[src/rtl/sdram_pkg.sv]
// Shared constants for the SDRAM arbiter: command encodings, one-hot state
// encoding and default bus widths.
package sdram_pkg;

   localparam int ADDR_W_DEF = 12;
   localparam int BA_W_DEF   = 2;
   localparam int DQ_W_DEF   = 16;

   // {CS,RAS,CAS,WE}, active low
   localparam logic [3:0] CMD_NOP  = 4'b0111;
   localparam logic [3:0] CMD_PRE  = 4'b0010;
   localparam logic [3:0] CMD_AREF = 4'b0001;
   localparam logic [3:0] CMD_ACT  = 4'b0011;
   localparam logic [3:0] CMD_WR   = 4'b0100;
   localparam logic [3:0] CMD_RD   = 4'b0101;
   localparam logic [3:0] CMD_MRS  = 4'b0000;

   typedef enum logic [4:0] {
      ST_IDLE  = 5'b00001,
      ST_ARBIT = 5'b00010,
      ST_AREF  = 5'b00100,
      ST_WRITE = 5'b01000,
      ST_READ  = 5'b10000
   } arb_state_t;

endpackage

[src/rtl/sdram_arbit_if.sv]
// Client-side request/bus signals and SDRAM pad-side command bus of the arbiter.
interface sdram_arbit_if #(
   parameter int ADDR_W = sdram_pkg::ADDR_W_DEF,
   parameter int BA_W   = sdram_pkg::BA_W_DEF,
   parameter int DQ_W   = sdram_pkg::DQ_W_DEF
);
   logic              flag_init_end;
   logic [3:0]        init_cmd;
   logic [ADDR_W-1:0] init_addr;

   logic              ref_req, flag_ref_end;
   logic [3:0]        ref_cmd;
   logic [ADDR_W-1:0] ref_addr;

   logic              wr_req, flag_wr_end;
   logic [3:0]        wr_cmd;
   logic [ADDR_W-1:0] wr_addr;
   logic [BA_W-1:0]   wr_bank;
   logic              wr_dq_oe;
   logic [DQ_W-1:0]   wr_data;

   logic              rd_req, flag_rd_end;
   logic [3:0]        rd_cmd;
   logic [ADDR_W-1:0] rd_addr;
   logic [BA_W-1:0]   rd_bank;

   logic              ref_en, wr_en, rd_en;
   logic [3:0]        sdram_cmd;
   logic [ADDR_W-1:0] sdram_addr;
   logic [BA_W-1:0]   sdram_bank;
   logic              sdram_dq_oe;
   logic [DQ_W-1:0]   sdram_dq_out;

   modport slave (
      input  flag_init_end, init_cmd, init_addr,
      input  ref_req, flag_ref_end, ref_cmd, ref_addr,
      input  wr_req, flag_wr_end, wr_cmd, wr_addr, wr_bank, wr_dq_oe, wr_data,
      input  rd_req, flag_rd_end, rd_cmd, rd_addr, rd_bank,
      output ref_en, wr_en, rd_en,
      output sdram_cmd, sdram_addr, sdram_bank, sdram_dq_oe, sdram_dq_out
   );

   modport master (
      output flag_init_end, init_cmd, init_addr,
      output ref_req, flag_ref_end, ref_cmd, ref_addr,
      output wr_req, flag_wr_end, wr_cmd, wr_addr, wr_bank, wr_dq_oe, wr_data,
      output rd_req, flag_rd_end, rd_cmd, rd_addr, rd_bank,
      input  ref_en, wr_en, rd_en,
      input  sdram_cmd, sdram_addr, sdram_bank, sdram_dq_oe, sdram_dq_out
   );
endinterface

[src/rtl/sdram_bus_mux.sv]
// Combinational SDRAM command/address/bank/oe select driven by arbiter state.
module sdram_bus_mux
   import sdram_pkg::*;
#(
   parameter int ADDR_W = ADDR_W_DEF,
   parameter int BA_W   = BA_W_DEF
) (
   input  arb_state_t        state,
   input  logic [3:0]        init_cmd,
   input  logic [ADDR_W-1:0] init_addr,
   input  logic [3:0]        ref_cmd,
   input  logic [ADDR_W-1:0] ref_addr,
   input  logic [3:0]        wr_cmd,
   input  logic [ADDR_W-1:0] wr_addr,
   input  logic [BA_W-1:0]   wr_bank,
   input  logic              wr_dq_oe,
   input  logic [3:0]        rd_cmd,
   input  logic [ADDR_W-1:0] rd_addr,
   input  logic [BA_W-1:0]   rd_bank,
   output logic [3:0]        sdram_cmd,
   output logic [ADDR_W-1:0] sdram_addr,
   output logic [BA_W-1:0]   sdram_bank,
   output logic              sdram_dq_oe
);

   always_comb begin
      sdram_cmd   = CMD_NOP;
      sdram_addr  = '0;
      sdram_bank  = '0;
      sdram_dq_oe = 1'b0;
      case (state)
         ST_IDLE: begin
            sdram_cmd  = init_cmd;
            sdram_addr = init_addr;
         end
         ST_AREF: begin
            sdram_cmd  = ref_cmd;
            sdram_addr = ref_addr;
         end
         ST_WRITE: begin
            sdram_cmd   = wr_cmd;
            sdram_addr  = wr_addr;
            sdram_bank  = wr_bank;
            sdram_dq_oe = wr_dq_oe;
         end
         ST_READ: begin
            sdram_cmd  = rd_cmd;
            sdram_addr = rd_addr;
            sdram_bank = rd_bank;
         end
         default: ;
      endcase
   end

endmodule

[src/rtl/sdram_arbit.sv]
// SDRAM bus arbiter: init -> fixed-priority refresh/write/read grants.
// Define SDRAM_ARB_RR_EN to alternate write/read when both are pending.
module sdram_arbit
   import sdram_pkg::*;
#(
   parameter int ADDR_W = ADDR_W_DEF,
   parameter int BA_W   = BA_W_DEF,
   parameter int DQ_W   = DQ_W_DEF
) (
   input  logic          sclk,
   input  logic          reset,
   sdram_arbit_if.slave  bus
);

   arb_state_t state, state_nxt;
   logic       wr_pick;

`ifdef SDRAM_ARB_RR_EN
   // 1 = read was served last; reset value lets write go first
   logic last_rd;

   always_ff @(posedge sclk or negedge reset) begin
      if (!reset)
         last_rd <= 1'b1;
      else if (state == ST_ARBIT && state_nxt == ST_WRITE)
         last_rd <= 1'b0;
      else if (state == ST_ARBIT && state_nxt == ST_READ)
         last_rd <= 1'b1;
   end

   assign wr_pick = bus.wr_req && (!bus.rd_req || last_rd);
`else
   assign wr_pick = bus.wr_req;
`endif

   always_ff @(posedge sclk or negedge reset) begin
      if (!reset) state <= ST_IDLE;
      else        state <= state_nxt;
   end

   always_comb begin
      state_nxt = state;
      case (state)
         ST_IDLE:  if (bus.flag_init_end) state_nxt = ST_ARBIT;
         ST_ARBIT: begin
            if (bus.ref_req)     state_nxt = ST_AREF;
            else if (wr_pick)    state_nxt = ST_WRITE;
            else if (bus.rd_req) state_nxt = ST_READ;
         end
         ST_AREF:  if (bus.flag_ref_end) state_nxt = ST_ARBIT;
         ST_WRITE: if (bus.flag_wr_end)  state_nxt = ST_ARBIT;
         ST_READ:  if (bus.flag_rd_end)  state_nxt = ST_ARBIT;
         default:  state_nxt = ST_IDLE;
      endcase
   end

   assign bus.ref_en       = (state == ST_AREF);
   assign bus.wr_en        = (state == ST_WRITE);
   assign bus.rd_en        = (state == ST_READ);
   assign bus.sdram_dq_out = bus.wr_data;

   sdram_bus_mux #(.ADDR_W(ADDR_W), .BA_W(BA_W)) u_mux (
      .state       (state),
      .init_cmd    (bus.init_cmd),
      .init_addr   (bus.init_addr),
      .ref_cmd     (bus.ref_cmd),
      .ref_addr    (bus.ref_addr),
      .wr_cmd      (bus.wr_cmd),
      .wr_addr     (bus.wr_addr),
      .wr_bank     (bus.wr_bank),
      .wr_dq_oe    (bus.wr_dq_oe),
      .rd_cmd      (bus.rd_cmd),
      .rd_addr     (bus.rd_addr),
      .rd_bank     (bus.rd_bank),
      .sdram_cmd   (bus.sdram_cmd),
      .sdram_addr  (bus.sdram_addr),
      .sdram_bank  (bus.sdram_bank),
      .sdram_dq_oe (bus.sdram_dq_oe)
   );

endmodule

[src/flat_wrapper.sv]
// flat-port wrapper written by rule: the top's interface ports become plain ports
module sdram_arbit_flat import sdram_pkg::*;
#(
   parameter int ADDR_W = ADDR_W_DEF,
   parameter int BA_W   = BA_W_DEF,
   parameter int DQ_W   = DQ_W_DEF
)
  (sclk, reset, bus_flag_init_end, bus_init_cmd, bus_init_addr, bus_ref_req, bus_flag_ref_end, bus_ref_cmd, bus_ref_addr, bus_wr_req, bus_flag_wr_end, bus_wr_cmd, bus_wr_addr, bus_wr_bank, bus_wr_dq_oe, bus_wr_data, bus_rd_req, bus_flag_rd_end, bus_rd_cmd, bus_rd_addr, bus_rd_bank, bus_ref_en, bus_wr_en, bus_rd_en, bus_sdram_cmd, bus_sdram_addr, bus_sdram_bank, bus_sdram_dq_oe, bus_sdram_dq_out);
  sdram_arbit_if #(.ADDR_W(ADDR_W), .BA_W(BA_W), .DQ_W(DQ_W)) bus_i ();
  input  logic sclk;
  input  logic reset;
  input wire logic [$bits(bus_i.flag_init_end)-1:0] bus_flag_init_end;
  input wire logic [$bits(bus_i.init_cmd)-1:0] bus_init_cmd;
  input wire logic [$bits(bus_i.init_addr)-1:0] bus_init_addr;
  input wire logic [$bits(bus_i.ref_req)-1:0] bus_ref_req;
  input wire logic [$bits(bus_i.flag_ref_end)-1:0] bus_flag_ref_end;
  input wire logic [$bits(bus_i.ref_cmd)-1:0] bus_ref_cmd;
  input wire logic [$bits(bus_i.ref_addr)-1:0] bus_ref_addr;
  input wire logic [$bits(bus_i.wr_req)-1:0] bus_wr_req;
  input wire logic [$bits(bus_i.flag_wr_end)-1:0] bus_flag_wr_end;
  input wire logic [$bits(bus_i.wr_cmd)-1:0] bus_wr_cmd;
  input wire logic [$bits(bus_i.wr_addr)-1:0] bus_wr_addr;
  input wire logic [$bits(bus_i.wr_bank)-1:0] bus_wr_bank;
  input wire logic [$bits(bus_i.wr_dq_oe)-1:0] bus_wr_dq_oe;
  input wire logic [$bits(bus_i.wr_data)-1:0] bus_wr_data;
  input wire logic [$bits(bus_i.rd_req)-1:0] bus_rd_req;
  input wire logic [$bits(bus_i.flag_rd_end)-1:0] bus_flag_rd_end;
  input wire logic [$bits(bus_i.rd_cmd)-1:0] bus_rd_cmd;
  input wire logic [$bits(bus_i.rd_addr)-1:0] bus_rd_addr;
  input wire logic [$bits(bus_i.rd_bank)-1:0] bus_rd_bank;
  output wire logic [$bits(bus_i.ref_en)-1:0] bus_ref_en;
  output wire logic [$bits(bus_i.wr_en)-1:0] bus_wr_en;
  output wire logic [$bits(bus_i.rd_en)-1:0] bus_rd_en;
  output wire logic [$bits(bus_i.sdram_cmd)-1:0] bus_sdram_cmd;
  output wire logic [$bits(bus_i.sdram_addr)-1:0] bus_sdram_addr;
  output wire logic [$bits(bus_i.sdram_bank)-1:0] bus_sdram_bank;
  output wire logic [$bits(bus_i.sdram_dq_oe)-1:0] bus_sdram_dq_oe;
  output wire logic [$bits(bus_i.sdram_dq_out)-1:0] bus_sdram_dq_out;
  assign bus_i.flag_init_end = bus_flag_init_end;
  assign bus_i.init_cmd = bus_init_cmd;
  assign bus_i.init_addr = bus_init_addr;
  assign bus_i.ref_req = bus_ref_req;
  assign bus_i.flag_ref_end = bus_flag_ref_end;
  assign bus_i.ref_cmd = bus_ref_cmd;
  assign bus_i.ref_addr = bus_ref_addr;
  assign bus_i.wr_req = bus_wr_req;
  assign bus_i.flag_wr_end = bus_flag_wr_end;
  assign bus_i.wr_cmd = bus_wr_cmd;
  assign bus_i.wr_addr = bus_wr_addr;
  assign bus_i.wr_bank = bus_wr_bank;
  assign bus_i.wr_dq_oe = bus_wr_dq_oe;
  assign bus_i.wr_data = bus_wr_data;
  assign bus_i.rd_req = bus_rd_req;
  assign bus_i.flag_rd_end = bus_flag_rd_end;
  assign bus_i.rd_cmd = bus_rd_cmd;
  assign bus_i.rd_addr = bus_rd_addr;
  assign bus_i.rd_bank = bus_rd_bank;
  assign bus_ref_en = bus_i.ref_en;
  assign bus_wr_en = bus_i.wr_en;
  assign bus_rd_en = bus_i.rd_en;
  assign bus_sdram_cmd = bus_i.sdram_cmd;
  assign bus_sdram_addr = bus_i.sdram_addr;
  assign bus_sdram_bank = bus_i.sdram_bank;
  assign bus_sdram_dq_oe = bus_i.sdram_dq_oe;
  assign bus_sdram_dq_out = bus_i.sdram_dq_out;
  sdram_arbit #(.ADDR_W(ADDR_W), .BA_W(BA_W), .DQ_W(DQ_W)) u_core (.sclk(sclk), .reset(reset), .bus(bus_i));
endmodule
[config.mk]
export PLATFORM = sky130hd
export DESIGN_NAME = sdram_arbit_flat
export DESIGN_NICKNAME = d
export VERILOG_FILES = /design/src/rtl/sdram_pkg.sv /design/src/rtl/sdram_arbit_if.sv /design/src/rtl/sdram_bus_mux.sv /design/src/rtl/sdram_arbit.sv /design/src/flat_wrapper.sv
export SDC_FILE = /design/constraint.sdc
export NUM_CORES = 1
export LEC_CHECK = 0
export ABC_AREA = 1
export CORE_UTILIZATION = 25
export CTS_CLUSTER_SIZE = 24
export DETAILED_ROUTE_END_ITERATION = 8
export GPL_TIMING_DRIVEN = 0
export PLACE_DENSITY = 0.92
export SYNTH_ARGS = -nofsm -noshare
export SYNTH_HDL_FRONTEND = slang
export SYNTH_SLANG_ARGS = --single-unit
[constraint.sdc]
create_clock -name sclk -period 1.8 [get_ports sclk]
set_clock_uncertainty 0.05 [all_clocks]
set_input_delay 0.27 -clock sclk [delete_from_list [all_inputs] [get_ports sclk]]
set_output_delay 0.27 -clock sclk [all_outputs]
set_load 0.01 [all_outputs]
## Word level (Yosys, flattened, before mapping)

Cells that the tools add are included.

- Input port bits: 94
- Logic and storage cells: 24
- Flip-flop bits (word level): 5
- Output and inout port bits: 38

- Mux-type cells: 12
- Reductions and logical operators: 1
- Equal/unequal tests: 10

Operators with widths:

| kind | count |
|---|---|
| 12-bit one-hot mux with 4 select lines | 1 |
| 5-bit two-way mux | 7 |
| 5-bit one-hot mux with 5 select lines | 1 |
| 4-bit one-hot mux with 4 select lines | 1 |
| 2-bit inequality test, second input constant | 4 |
| 5-bit by 1-bit == test with 1-bit output, second input constant | 1 |
| 5-bit by 2-bit == test with 1-bit output, second input constant | 1 |
| 5-bit by 3-bit == test with 1-bit output, second input constant | 1 |
| 5-bit by 4-bit == test with 1-bit output, second input constant | 1 |
| 5-bit == test, second input constant | 1 |
| 5-bit AND reduction | 1 |
| 4-bit inequality test, second input constant | 1 |
| 2-bit one-hot mux with 2 select lines | 1 |
| 1-bit two-way mux | 1 |

## Longest topological paths before layout

- Word-level depth: 4
- Depth in mapped cells: 8
- Mapped depth without buffers: 8

## Cells and area by module

Synthesis repeated with hierarchy kept, for this count alone.

- Cell total of the unflattened synthesis: 196
- Area total of the unflattened synthesis: 1285.0 um^2

Modules (own cells, without submodules):

| module | times used | sequential area each (um^2) | area an instance (um^2) | cells each |
|---|---|---|---|---|
| sdram_bus_mux | 1 | 0.0 | 820.8 | 129 |
| sdram_arbit | 1 | 126.4 | 464.2 | 67 |

## Worst setup path after synthesis

OpenSTA, ideal clock, no wires.

- Kind: reg2out
- Start: register u_core.state[0]
- End: output port bus_sdram_addr[0]
- Buffers on the path: 1
- Data arrival time: 1258 ps
- Stages on the path, launching flop included: 6
- Path slack: 222 ps
- Path through: dfstp_2 > inv_2 > nor2_2 > nand3_2 > buf_2 > o2111ai_1

- Cells in the longest elaborated chain, start to end: 2

Ends and longest elaborated chain:

| element | line | text |
|---|---|---|
| start: declaration | sdram_arbit.sv:15 | `arb_state_t state, state_nxt;` |
| start signal: assignment | sdram_arbit.sv:38 | `else state <= state_nxt;` |
| 5-bit == test, or another cell as far along | sdram_bus_mux.sv:31 | `case (state)` |
| 12-bit one-hot mux with 4 select lines (*) | sdram_bus_mux.sv:31 |  |
| end: declaration | flat_wrapper.sv:35 | `output wire logic [$bits(bus_i.sdram_addr)-1:0] bus_sdram_addr;` |

Mark *: on every way between the ends. The rest lies on a longest branch, timed or not.

## Final worst setup path

- Start: register u_core.state[0]
- End: output port bus_sdram_addr[1]

The elaborated chain is that of the path after synthesis.

==> results <==
- In the final layout, flip-flops and latches occupy 129 µm².
- The proportion of total power due to net switching is 0.445.
- TritonCTS built the clock tree.
- The cell count after synthesis is 166.
- The sum of overflow across all layers after global routing is 0.
- The worst reg-to-reg setup slack is 320 ps.
- Counting flops per register, the top entry is u_core.state.
- The master of the slowest instance on the critical path is sky130_fd_sc_hd__dfstp_2.
- The internal power of the cells totals 1.24 mW.
- The global-route wire length before repair is 6310 µm.
- The total number of placement rows is 22.
- The relative area change from synthesis to final layout is 151%.
- Synthesis inferred 5 register bits.
- The final number of hold-violating endpoints is 0.
- In the post-route analysis, the smallest setup slack over all paths is -115 ps.
- The reg-to-reg critical path startpoint is u_core.state[0]$_DFFE_PN1P_.
- Of the post-synthesis cell area, the dominant cell type holds 0.217.
- The average instance in the mapped netlist occupies 5.83 µm².
- The analysis attributes to cell leakage a power of 1.16 nW.
- Broken down by cell family, the worst path's largest delay share belongs to flip-flops.
- Counting the buffers created by CTS gives 3.
- In this run the deepest clock path goes through 2 buffers.
- The I/O pin count is 132.
- The final cell count without fillers is 350.
- For this run, the detailed router's first-pass iteration total came to 4.
- The depth of the worst register-to-register path is 9.
- The number of remaining DRC errors is 0.
- Traced cell by cell, the critical path runs through inv_2 > nor2_4 > nand3_4 > buf_6 > o2111ai_2 > buf_2.
- The critical path crosses 6 cells after its start point.
- The worst setup path is captured at an output port.
- Fill cells in the final layout number 348.
- The clock drives 5 sinks.
- The largest stage delay on the critical path is 550 ps.
- Across the run, the number of max-cap violations was 0.
- The average vias per placed instance is 4.50.
- The number of placed instances, taps included, is 329.
- The detailed-route via count is 1575.
- Clock latency on the worst-skew pair, taken at its later pin, is 230 ps.
- For this run, the post-layout net count is 397.
- The worst hold slack after final layout is 211 ps.
- The start-to-end type of the worst setup path is reg2out.
- The finished cells cover 0.00243 mm².
- VDD sags by at most 0.000560 V.
- The endpoint required time on the critical path is 1480 ps.
- In this run the remaining antenna-violating nets after routing total 0.
- In the final layout, the share of cells above drive strength 1 is 0.325.
- The number of global-route vias before repair was 1505.
- The minimum clock period after layout is 1910 ps.
- The checks that failed: negative setup slack.
- Leaving out fill and tap cells, the most frequent cells in the layout are 93 x sky130_fd_sc_hd__clkdlybuf4s50_1, 53 x sky130_fd_sc_hd__nand2_1, 28 x sky130_fd_sc_hd__inv_1.
- The cell area that synthesis handed to floorplanning was 967 µm².
- The max-slew headroom at the worst pin is 0.830.
- The area of the core is 0.00369 mm².
- The clock share of power is 0.096.
- Counting distinct cell types in the post-synthesis netlist gives 21.
- Setup repair after global routing could not meet its margin everywhere.
- The most common cell after layout, fill and taps aside is sky130_fd_sc_hd__clkdlybuf4s50_1.
- The starting density of the core is 0.262.
- The type of origin of the critical path is a flop.
- The die width is 64.2 µm.
- During synthesis, Yosys emitted a total of 0 warnings.
- In this run the number of H-tree levels came out at 1.
- Detailed placement ended at an HPWL of 3200 µm.
- The switching component of the power is 0.991 mW.
- For this run, the total global-route usage over all layers was measured as 0.194.
- At the pin with the least slew margin, the transition time is 252 ps.
- The total setup violations reported at the end of the flow is 17.
- By area the synthesized netlist is led by sky130_fd_sc_hd__nand2_1 22%, sky130_fd_sc_hd__buf_4 13%, sky130_fd_sc_hd__o2111ai_1 12%, sky130_fd_sc_hd__inv_1 11%, sky130_fd_sc_hd__dfrtp_1 10%.
- The largest registers in the layout are u_core.state (5).
- In this run the cell area measured after placement is 0.00218 mm².
- The type of the worst min-delay path is in2async.
- The antenna cell count is 0.
- The die span in y is 64.2 µm.
- The cell taking the most area after synthesis is sky130_fd_sc_hd__nand2_1.
- The area of the die is 0.00412 mm².
- The clock edge transition at the registers on the reported setup and hold paths is 40 ps.
- The sequential area share after synthesis is 0.131.
- In the finished design, the share of the clock period the worst path needs comes to 1.06.
- For this run, the top clock speed supported by timing is 0.522 GHz.
- The design draws 2.23 mW.
- The sequential fraction of design power is 0.097.
- The routed design has 4150 µm of wire.
- The run finished, with violations left.
- Of the total power, combinational logic draws 0.808.
- The number of port buffers is 115.
- Counting every net in the synthesized netlist gives 260.
- The most critical setup path has its startpoint at u_core.state[0]$_DFFE_PN1P_.
- The area occupied by multi-input gates is 682 µm².
- STA puts the critical path data arrival time at 1590 ps.
- The number of antenna violations at the first check in global routing was 0.
- The critical path buffer and inverter count is 3.
- In this run the clock root is driven by a sky130_fd_sc_hd__clkbuf_8.
- The final max-slew violation count is 0.
- The highest net fanout along the worst path is 8.
- At the end of routability-driven placement, the weighted congestion stood at 0.844.
- After the first detailed-routing iteration, the DRC count stood at 46.
- Power spread over the standard cell area amounts to 917 mW/mm².
- In the final routed layout, each cell accounts on average for 11.9 µm.
- The number of flip-flops in the largest register is 5.
- The maximum number of pins on one net before global-route repair is 11.
- In this run the critical register-to-register path is captured at u_core.state[1]$_DFFE_PN0P_.
## cells in the mapped netlist (all sizes together)
cell type  count
a21oi          4
a22o           2
buf           20
dfrtp          4
dfstp          1
inv           34
nand2         56
nand3          6
nand4          6
nor2          13
o2111ai       13
o21ai          5
o21bai         1
o31ai          1
## power by group through the flow
| stage | Sequential, mW | Clock (mW) | Combinational (mW) |
|---|---|---|---|
| 2_1_floorplan | 0.207 | 0 | 0.740 |
| 3_3_place_gp | 0.211 | 0 | 1.51 |
| 3_5_place_dp | 0.213 | 0 | 1.53 |
| 4_1_cts | 0.216 | 0.211 | 1.73 |
| 5_1_grt | 0.219 | 0.221 | 1.96 |
| 6_report | 0.215 | 0.214 | 1.80 |
## area by class of cell
class | count | share of cell area
Buffer | 20 | 0.0680
Clock buffer | 4 | 0.0185
Inverter | 34 | 0.0567
Multi-Input combinational cell | 107 | 0.281
Sequential cell | 5 | 0.0531
Tap cell | 48 | 0.0247
Timing Repair Buffer | 132 | 0.498
## metrics by stage
stage                      util  setup TNS (ps)  worst slack (ps)
final                     0.658           -1290              -115
after global routing      0.658           -2490              -174
after CTS                 0.646           -2070              -151
after detailed placement  0.591           -7150              -468
after global placement    0.591           -6400              -429
after floorplan               -               0               222
## worst max-delay path by stage
stage | slack [ps] | to
final | -110 | bus_sdram_addr[1]
after global routing | -170 | bus_sdram_addr[1]
after detailed placement | -470 | bus_sdram_addr[2]
after floorplan | 220 | bus_sdram_addr[0]
after global placement | -430 | bus_sdram_addr[11]
after CTS | -150 | bus_sdram_addr[3]
## what timing repair did
action / 4_1_cts / 5_1_grt
resized for setup: 117 / 7
pin swaps: 7 / 6
buffers inserted: 11 / 5
endpoints found under the setup margin: 22 / 21
hold buffers: 0 / 0
cloned: 1 / 0
endpoints found under the hold margin: 0 / 0
## cell families after synthesis
| family | share of synthesized area |
|---|---|
| compound gates | 0.198 |
| simple gates | 0.379 |
| flops | 0.131 |
| buf+inv | 0.292 |
## routing by layer
metal	track usage	wire length (µm)	vias up
li1	-	-	797
met1	0.181	1510	691
met2	0.402	2190	75
met3	0.0464	367	12
met4	0.0667	85	0
met5	0	0	-
(Power assumes the default switching activity.)
